===== src/rtl/inst_cache_way1.sv =====
// Direct-mapped instruction cache: 16 lines of one 32-bit word each.
// Lines are filled from a single-word backing memory on a miss.
//
// Ports
//   clk          rising-edge clock
//   reset_n      synchronous active-low reset
//   request_i    fetch request, held with instAddr_i until dataOk_o
//   instAddr_i   fetch byte address (bits [1:0] ignored)
//   jumpFlag_i   redirect; abandons any outstanding fetch
//   fence_i      invalidate all lines (acted on only while idle)
//   dataOk_o     one-cycle pulse, inst_o valid
//   inst_o       fetched instruction, holds its value between pulses
//   mem_req_o    refill read request
//   mem_addr_o   refill word address
//   mem_ack_i    refill data valid (single cycle)
//   mem_data_i   refill data
module inst_cache_way1 (
  input  logic        clk,
  input  logic        reset_n,
  input  logic        request_i,
  input  logic [31:0] instAddr_i,
  input  logic        jumpFlag_i,
  input  logic        fence_i,
  output logic        dataOk_o,
  output logic [31:0] inst_o,
  output logic        mem_req_o,
  output logic [31:0] mem_addr_o,
  input  logic        mem_ack_i,
  input  logic [31:0] mem_data_i
);

  typedef enum logic [1:0] {StIdle, StRefill, StResp, StDrop} state_e;

  state_e      state_q, state_d;
  logic [15:0] valid_q, valid_d;
  logic        data_ok_q, data_ok_d;
  logic [31:0] inst_q, inst_d;
  logic        mem_req_q, mem_req_d;
  logic [31:0] mem_addr_q, mem_addr_d;
  logic [31:0] refill_data_q, refill_data_d;

  logic [25:0] tag_q  [16];
  logic [31:0] data_q [16];

  logic [3:0]  lookup_idx;
  logic [25:0] lookup_tag;
  logic        lookup_hit;
  logic [3:0]  wr_idx;
  logic        line_we;

  // Byte-offset bits of the fetch address carry no information for a word cache.
  logic unused_addr_bits;
  assign unused_addr_bits = ^instAddr_i[1:0];

  assign lookup_idx = instAddr_i[5:2];
  assign lookup_tag = instAddr_i[31:6];
  assign lookup_hit = valid_q[lookup_idx] && (tag_q[lookup_idx] == lookup_tag);

  // The refill target is always the latched miss address.
  assign wr_idx = mem_addr_q[5:2];

  always_comb begin
    state_d       = state_q;
    valid_d       = valid_q;
    data_ok_d     = 1'b0;
    inst_d        = inst_q;
    mem_req_d     = mem_req_q;
    mem_addr_d    = mem_addr_q;
    refill_data_d = refill_data_q;
    line_we       = 1'b0;

    unique case (state_q)
      StIdle: begin
        if (fence_i) begin
          // Fence wins over any lookup in the same cycle.
          valid_d = '0;
        end else if (request_i && !jumpFlag_i) begin
          if (lookup_hit) begin
            data_ok_d = 1'b1;
            inst_d    = data_q[lookup_idx];
          end else begin
            state_d    = StRefill;
            mem_req_d  = 1'b1;
            mem_addr_d = {instAddr_i[31:2], 2'b00};
          end
        end
      end

      StRefill: begin
        if (mem_ack_i) begin
          line_we       = 1'b1;
          mem_req_d     = 1'b0;
          refill_data_d = mem_data_i;
          state_d       = jumpFlag_i ? StIdle : StResp;
        end else if (jumpFlag_i) begin
          state_d = StDrop;
        end
      end

      StDrop: begin
        // Abandoned fetch: finish the memory handshake and keep the line.
        if (mem_ack_i) begin
          line_we   = 1'b1;
          mem_req_d = 1'b0;
          state_d   = StIdle;
        end
      end

      StResp: begin
        state_d = StIdle;
        if (!jumpFlag_i) begin
          data_ok_d = 1'b1;
          inst_d    = refill_data_q;
        end
      end

      default: state_d = StIdle;
    endcase

    if (line_we) begin
      valid_d[wr_idx] = 1'b1;
    end
  end

  always_ff @(posedge clk) begin
    if (!reset_n) begin
      state_q       <= StIdle;
      valid_q       <= '0;
      data_ok_q     <= 1'b0;
      inst_q        <= '0;
      mem_req_q     <= 1'b0;
      mem_addr_q    <= '0;
      refill_data_q <= '0;
    end else begin
      state_q       <= state_d;
      valid_q       <= valid_d;
      data_ok_q     <= data_ok_d;
      inst_q        <= inst_d;
      mem_req_q     <= mem_req_d;
      mem_addr_q    <= mem_addr_d;
      refill_data_q <= refill_data_d;
    end
  end

  // Tag and data storage carry no reset; the valid bits guard them.
  always_ff @(posedge clk) begin
    if (reset_n && line_we) begin
      tag_q[wr_idx]  <= mem_addr_q[31:6];
      data_q[wr_idx] <= mem_data_i;
    end
  end

  assign dataOk_o   = data_ok_q;
  assign inst_o     = inst_q;
  assign mem_req_o  = mem_req_q;
  assign mem_addr_o = mem_addr_q;

endmodule

===== config.mk =====
export PLATFORM = sky130hd
export DESIGN_NAME = inst_cache_way1
export DESIGN_NICKNAME = d
export VERILOG_FILES = /design/src/rtl/inst_cache_way1.sv
export SDC_FILE = /design/constraint.sdc
export NUM_CORES = 1
export LEC_CHECK = 0
export BUFFER_PORTS_ARGS = -buffer_cell sky130_fd_sc_hd__buf_2
export CORE_MARGIN = 2
export CORE_UTILIZATION = 48
export DETAILED_ROUTE_END_ITERATION = 8
export HOLD_SLACK_MARGIN = 0.1
export MAX_ROUTING_LAYER = met4
export PLACE_DENSITY = 0.62
export SETUP_SLACK_MARGIN = 0.3
export SLEW_MARGIN = 20
export SYNTH_ARGS = -nofsm -noshare
export SYNTH_HDL_FRONTEND = slang
export SYNTH_SLANG_ARGS = --single-unit

===== constraint.sdc =====
create_clock -name clk -period 6.24 [get_ports clk]
set_input_delay 0.624 -clock clk [delete_from_list [all_inputs] [get_ports clk]]
set_output_delay 0.624 -clock clk [all_outputs]
set_load 0.1 [all_outputs]

Yosys cells after proc, flatten, opt, wreduce, memory -nomap -nowiden. Memories as Yosys holds them, arrays and structs flattened. Index checks and enable logic that the tools add are counted.

Logic and storage cells: 75. Output and inout port bits: 66. Bits of input ports: 70. Memory bits (writable): 928. Memories kept: 2. Bits in registers: 114.

Equal/unequal tests: 12. Bitwise gates (word level): 3. Reduce and logical (&&, ||, !) cells: 14. $lt $le $gt $ge: 3. Mux-type cells: 34.

Memories: data_q (words 16, bits a word 32, read ports 1, clocked after Yosys merged registers in 0, wr ports 1, line 43) `logic [31:0] data_q [16];`; tag_q (words 16, bits a word 26, read ports 1, clocked after Yosys merged registers in 0, wr ports 1, line 42) `logic [25:0] tag_q [16];`.

Operator list (number): two-way mux 32 bit (4); one-hot mux 32 bit (2 select lines) (1); two-way mux 16 bit (3); equality test 26 bit (1); OR 16 bit (1); AND reduction 5 bit (3); two-way mux 1 bit (14); two-way mux 2 bit (7); inequality test 2 bit (second input constant) (6); < comparator 4 x 5 -> 1 bit (second input constant) (2); one-hot mux 2 bit (4 select lines) (1); binary-select mux 1 bit (select 4 bit) (1); demux 1 bit (select 4 bit) (1); equality test 2 bit (second input constant) (2); >= comparator 4 x 1 -> 1 bit (second input constant) (1); logical AND 1 bit (4); one-hot mux 1 bit (2 select lines) (2); AND reduction 4 bit (1); nonzero test 2 bit (2); inequality test 3 bit (second input constant) (1); equality test 2 x 1 -> 1 bit (second input constant) (1); logical NOT 2 bit (1); inequality test 2 x 1 -> 1 bit (second input constant) (1); NOT 1 bit (2); other kinds (3) (3).

Logic depth before layout (Yosys ltp).
Word-level depth: 7. Depth in mapped cells: 15. Mapped depth without buffers: 8.

Worst setup path after synthesis. OpenSTA, ideal clock, no wires.

Kind: reg-to-reg. Start point: register mem_addr_q[4], in the netlist mem_addr_o[4]. End point: memory data_q[12][0] (enable). Stages on the path, launching flop included: 3. Data required time: 5693 ps. Setup time: 547 ps. Period minus slack after synthesis: 5894 ps. Setup slack: 346 ps. Arrival: 5346 ps. Cells stage by stage: dfxtp_1 > nand3_1 > nor3_1.

RTL lines: start: declaration (line 39) `logic [31:0] mem_addr_q, mem_addr_d;`; start signal: assignment (line 140) `mem_addr_q <= mem_addr_d;`; end: declaration (line 43).

No word-level cell before the write port.

Worst setup path in the final report.
Start point: input instAddr_i[4]. End point: register inst_q[24], in the netlist inst_o[24].

Longest elaborated chain between the ends: 5. Elaborated cells on any way between the ends: 12. Classes of those cells: eq/ne (2); mux (6); reduce/logical (2); memory (2).

Ends and longest elaborated chain: start: declaration (line 21) `input logic [31:0] instAddr_i,`; memory (16 x 26 bit) (tied with other cells); equality test 26 bit (tied with other cells) (line 57) `assign lookup_hit = valid_q[lookup_idx] && (tag_q[lookup_idx] == lookup_tag);`; logical AND 1 bit or two-way mux 32 bit (tied branches) (line 57, 77); inequality test 2 bit (no source line) or two-way mux 32 bit (tied branches); AND reduction 5 bit (no source line) or one-hot mux 32 bit (2 select lines) (tied branches); end signal: assignment (line 138) `inst_q <= inst_d;`; end: declaration (line 37) `logic [31:0] inst_q, inst_d;`.

Parallel ways exist; a longest one is shown, timed or not. The select of a mux whose other input is x is not followed. A chain may end at the register's enable or synchronous reset.

==> run metrics <==
run status finished clean; largest net degree at the start of global routing 73; worst slew pin tran 1.100 ns; power per cell area 317.9 nW/um2; Hold Path Origin instAddr_i[30]; Reg clk slew, reported paths 0.06 ns; Die Span Y 296.0 um; initial detailed-routing violation count 1645; ANT nets after route 0; GPL Wtd Cong 0.7771; Gate Count Post-Synth 2077; critical setup path kind in -> reg; commonest non-fill, non-tap cell in the layout edfxtp_1; Most used DFF post-synth edfxtp_1; P&R area growth vs syn 14.01%; Ports 136; final non-filler cell total 3478; Mapped Area 40920 um2; Post-Place Setup Slack 1.343 ns; sequential cell area fraction in the yosys report 73.68%; critical path data arrival time 4.77 ns; final wirelength 99100 um; Syn Area/Cell 19.70 um2; Worst Hold End mem_addr_o[30]$_SDFFE_PN0P_; nets@finish 2310; critical path launch point type primary input; Leakage 14.67 nW; Vias 20760; crit path time final 4.205 ns; hold_buf cts 0; Final HPWL DP 52480 um; #FFs+latches synth 1042; utilization after layout 54.96%; Die Span X 296.0 um; Final Max Slew Viols 0; reg2reg end inst_o[24]$_SDFFE_PN0P_; hold_ws 0.2301 ns; hold path depth 3; critical-path maximum fanout 62; first-pass GRT wire length 144300 um; Worst VDD drop 0.2412 mV; Max Cap Viol 0; Worst Path Required 6.81 ns; most frequent cells in the layout 928 x edfxtp_1, 256 x mux4_2, 143 x nand2_1; CTS Buf Count 105; Reg2Reg Launch Point tag_q[15][5]$_DFFE_PP_; Max Clk Rate 0.2378 GHz; # rows 107; PortBufs 131; global route overflow 0; Yosys cell types 63; Hold Crit Class in -> reg; Total GRT Usage 23.68%; First-pass DRT Iterations 5; DRC viols 0; starting density of the core 48.21%; Final Hold Violating Endpoints 0; post-CTS sizing 0; Clock Skew 0.02068 ns; Core Area 84880 um2; EDFF count, synth 928; Setup WS post-layout 2.035 ns; CP endpoint kind flop; Post-CTS Setup Bufs 0; worst skew pair latency 0.66 ns; setup TNS 0 ns; vias per cell 5.970; vias in the first global route 21280; Reg2Reg Depth 9; Placed Instance Area 43000 um2; Final Setup Violations 0; Slew HR 26.68%; initial antenna violation count 7; R2R Setup Slk 2.44 ns; RSZ-0062 raised after global routing false; design area 46650 um2; Final Power 14.83 mW; Post-synth ARST share 0%; clock sinks 1042; CTS tree yes; H-tree depth 3; Final Cycle Share 67.38%; Die ar. 87600 um2; synth warn 0; Clock Tree Buf Depth 3; DP Cell Count 3277; layout cell share with drive strength beyond 1 30.40%; Root Buffer clkbuf_16; Routed WL per cell 28.49 um
==> worst max-delay path by stage <==
| stage | from | end | slack, ns | cells past startpoint |
|---|---|---|---|---|
| 6_report | instAddr_i[4] | inst_o[24]$_SDFFE_PN0P_ | 2.04 | 10 |
| 5_1_grt | instAddr_i[2] | inst_o[25]$_SDFFE_PN0P_ | 1.67 | 11 |
| 2_1_floorplan | mem_addr_o[4]$_SDFFE_PN0P_ | data_q[12][0]$_DFFE_PP_ | 0.35 | 2 |
| 3_3_place_gp | instAddr_i[3] | inst_o[24]$_SDFFE_PN0P_ | 1.38 | 10 |
| 4_1_cts | instAddr_i[4] | inst_o[24]$_SDFFE_PN0P_ | 2.05 | 10 |
| 3_5_place_dp | instAddr_i[4] | inst_o[24]$_SDFFE_PN0P_ | 1.34 | 10 |
==> layout make-up <==
class                           instances  area [um2]
Antenna cell                            5       12.51
Clock inverter                         57       645.6
Clock buffer                          139        2980
Multi-Input combinational cell        896       10200
Sequential cell                      1042       30150
Inverter                                9       33.78
Timing Repair Buffer                  186        1199
Tap cell                             1144        1431
Fill cell                            6519       38230
==> state kept, by name, indices dropped and copies added, names as in the netlist <==
signal	flops
mem_addr_o	30
state_q	2
refill_data_q	32
inst_o	32
dataOk_o	1
mem_req_o	1
data_q	512
valid_q	16
tag_q	416
==> cell families (layout without fill, tap and decap cells) <==
| logic type | count (synthesis) | count (layout) | share of synthesized area [%] |
|---|---|---|---|
| flip-flops | 1042 | 1042 | 73.68 |
| XOR/XNOR | 27 | 27 | 0.5779 |
| AND/OR/NAND/NOR | 315 | 315 | 3.467 |
| buffers and inverters | 140 | 391 | 1.777 |
| other | 1 | 7 | 0.009164 |
| multiplexers | 375 | 375 | 17.10 |
| AO/OA/AOI/OAI | 177 | 177 | 3.385 |
==> critical path, stage by stage <==
cell,delay (ns)
buf_6,0.59
buf_4,0.42
mux4_2,0.35
mux2i_1,0.18
xnor2_1,0.08
or4_1,0.58
a211oi_4,0.38
nand3_1,0.22
or3_2,0.92
a211oi_1,0.36
==> report_power, final <==
group	internal, mW	switching [mW]	total (mW)
combinational	0.259	0.435	0.694
sequential	7.59	0.0338	7.62
clock	3.93	2.59	6.52
==> per-layer routing <==
layer / vias up / track usage [%] / wire length, um / share of wire (%)
met1: 11080 / 32.04 / 41260 / 42
met4: 0 / 5.642 / 2134 / 2.2
met2: 701 / 38.28 / 49200 / 50
li1: 8823 / - / - / -
met5: - / - / 0 / 0
met3: 163 / 3.560 / 6505 / 6.6
==> synth_stat cells (all sizes together) (8+ instances only) <==
master	count	share of area, %
and3	8	0.12
o22ai	34	0.52
inv	9	0.083
mux2	34	0.94
a21oi	44	0.54
nor2	87	0.80
mux4	256	14
dfxtp	114	5.6
nand4	35	0.55
clkbuf	56	0.51
mux2i	85	2.1
a22oi	23	0.45
xnor2	9	0.19
nand2	143	1.3
a21o	16	0.29
xor2	18	0.39
nor2b	8	0.12
a211oi	35	1.0
buf	71	1.1
edfxtp	928	68
Power figures use the tool's default switching activity.
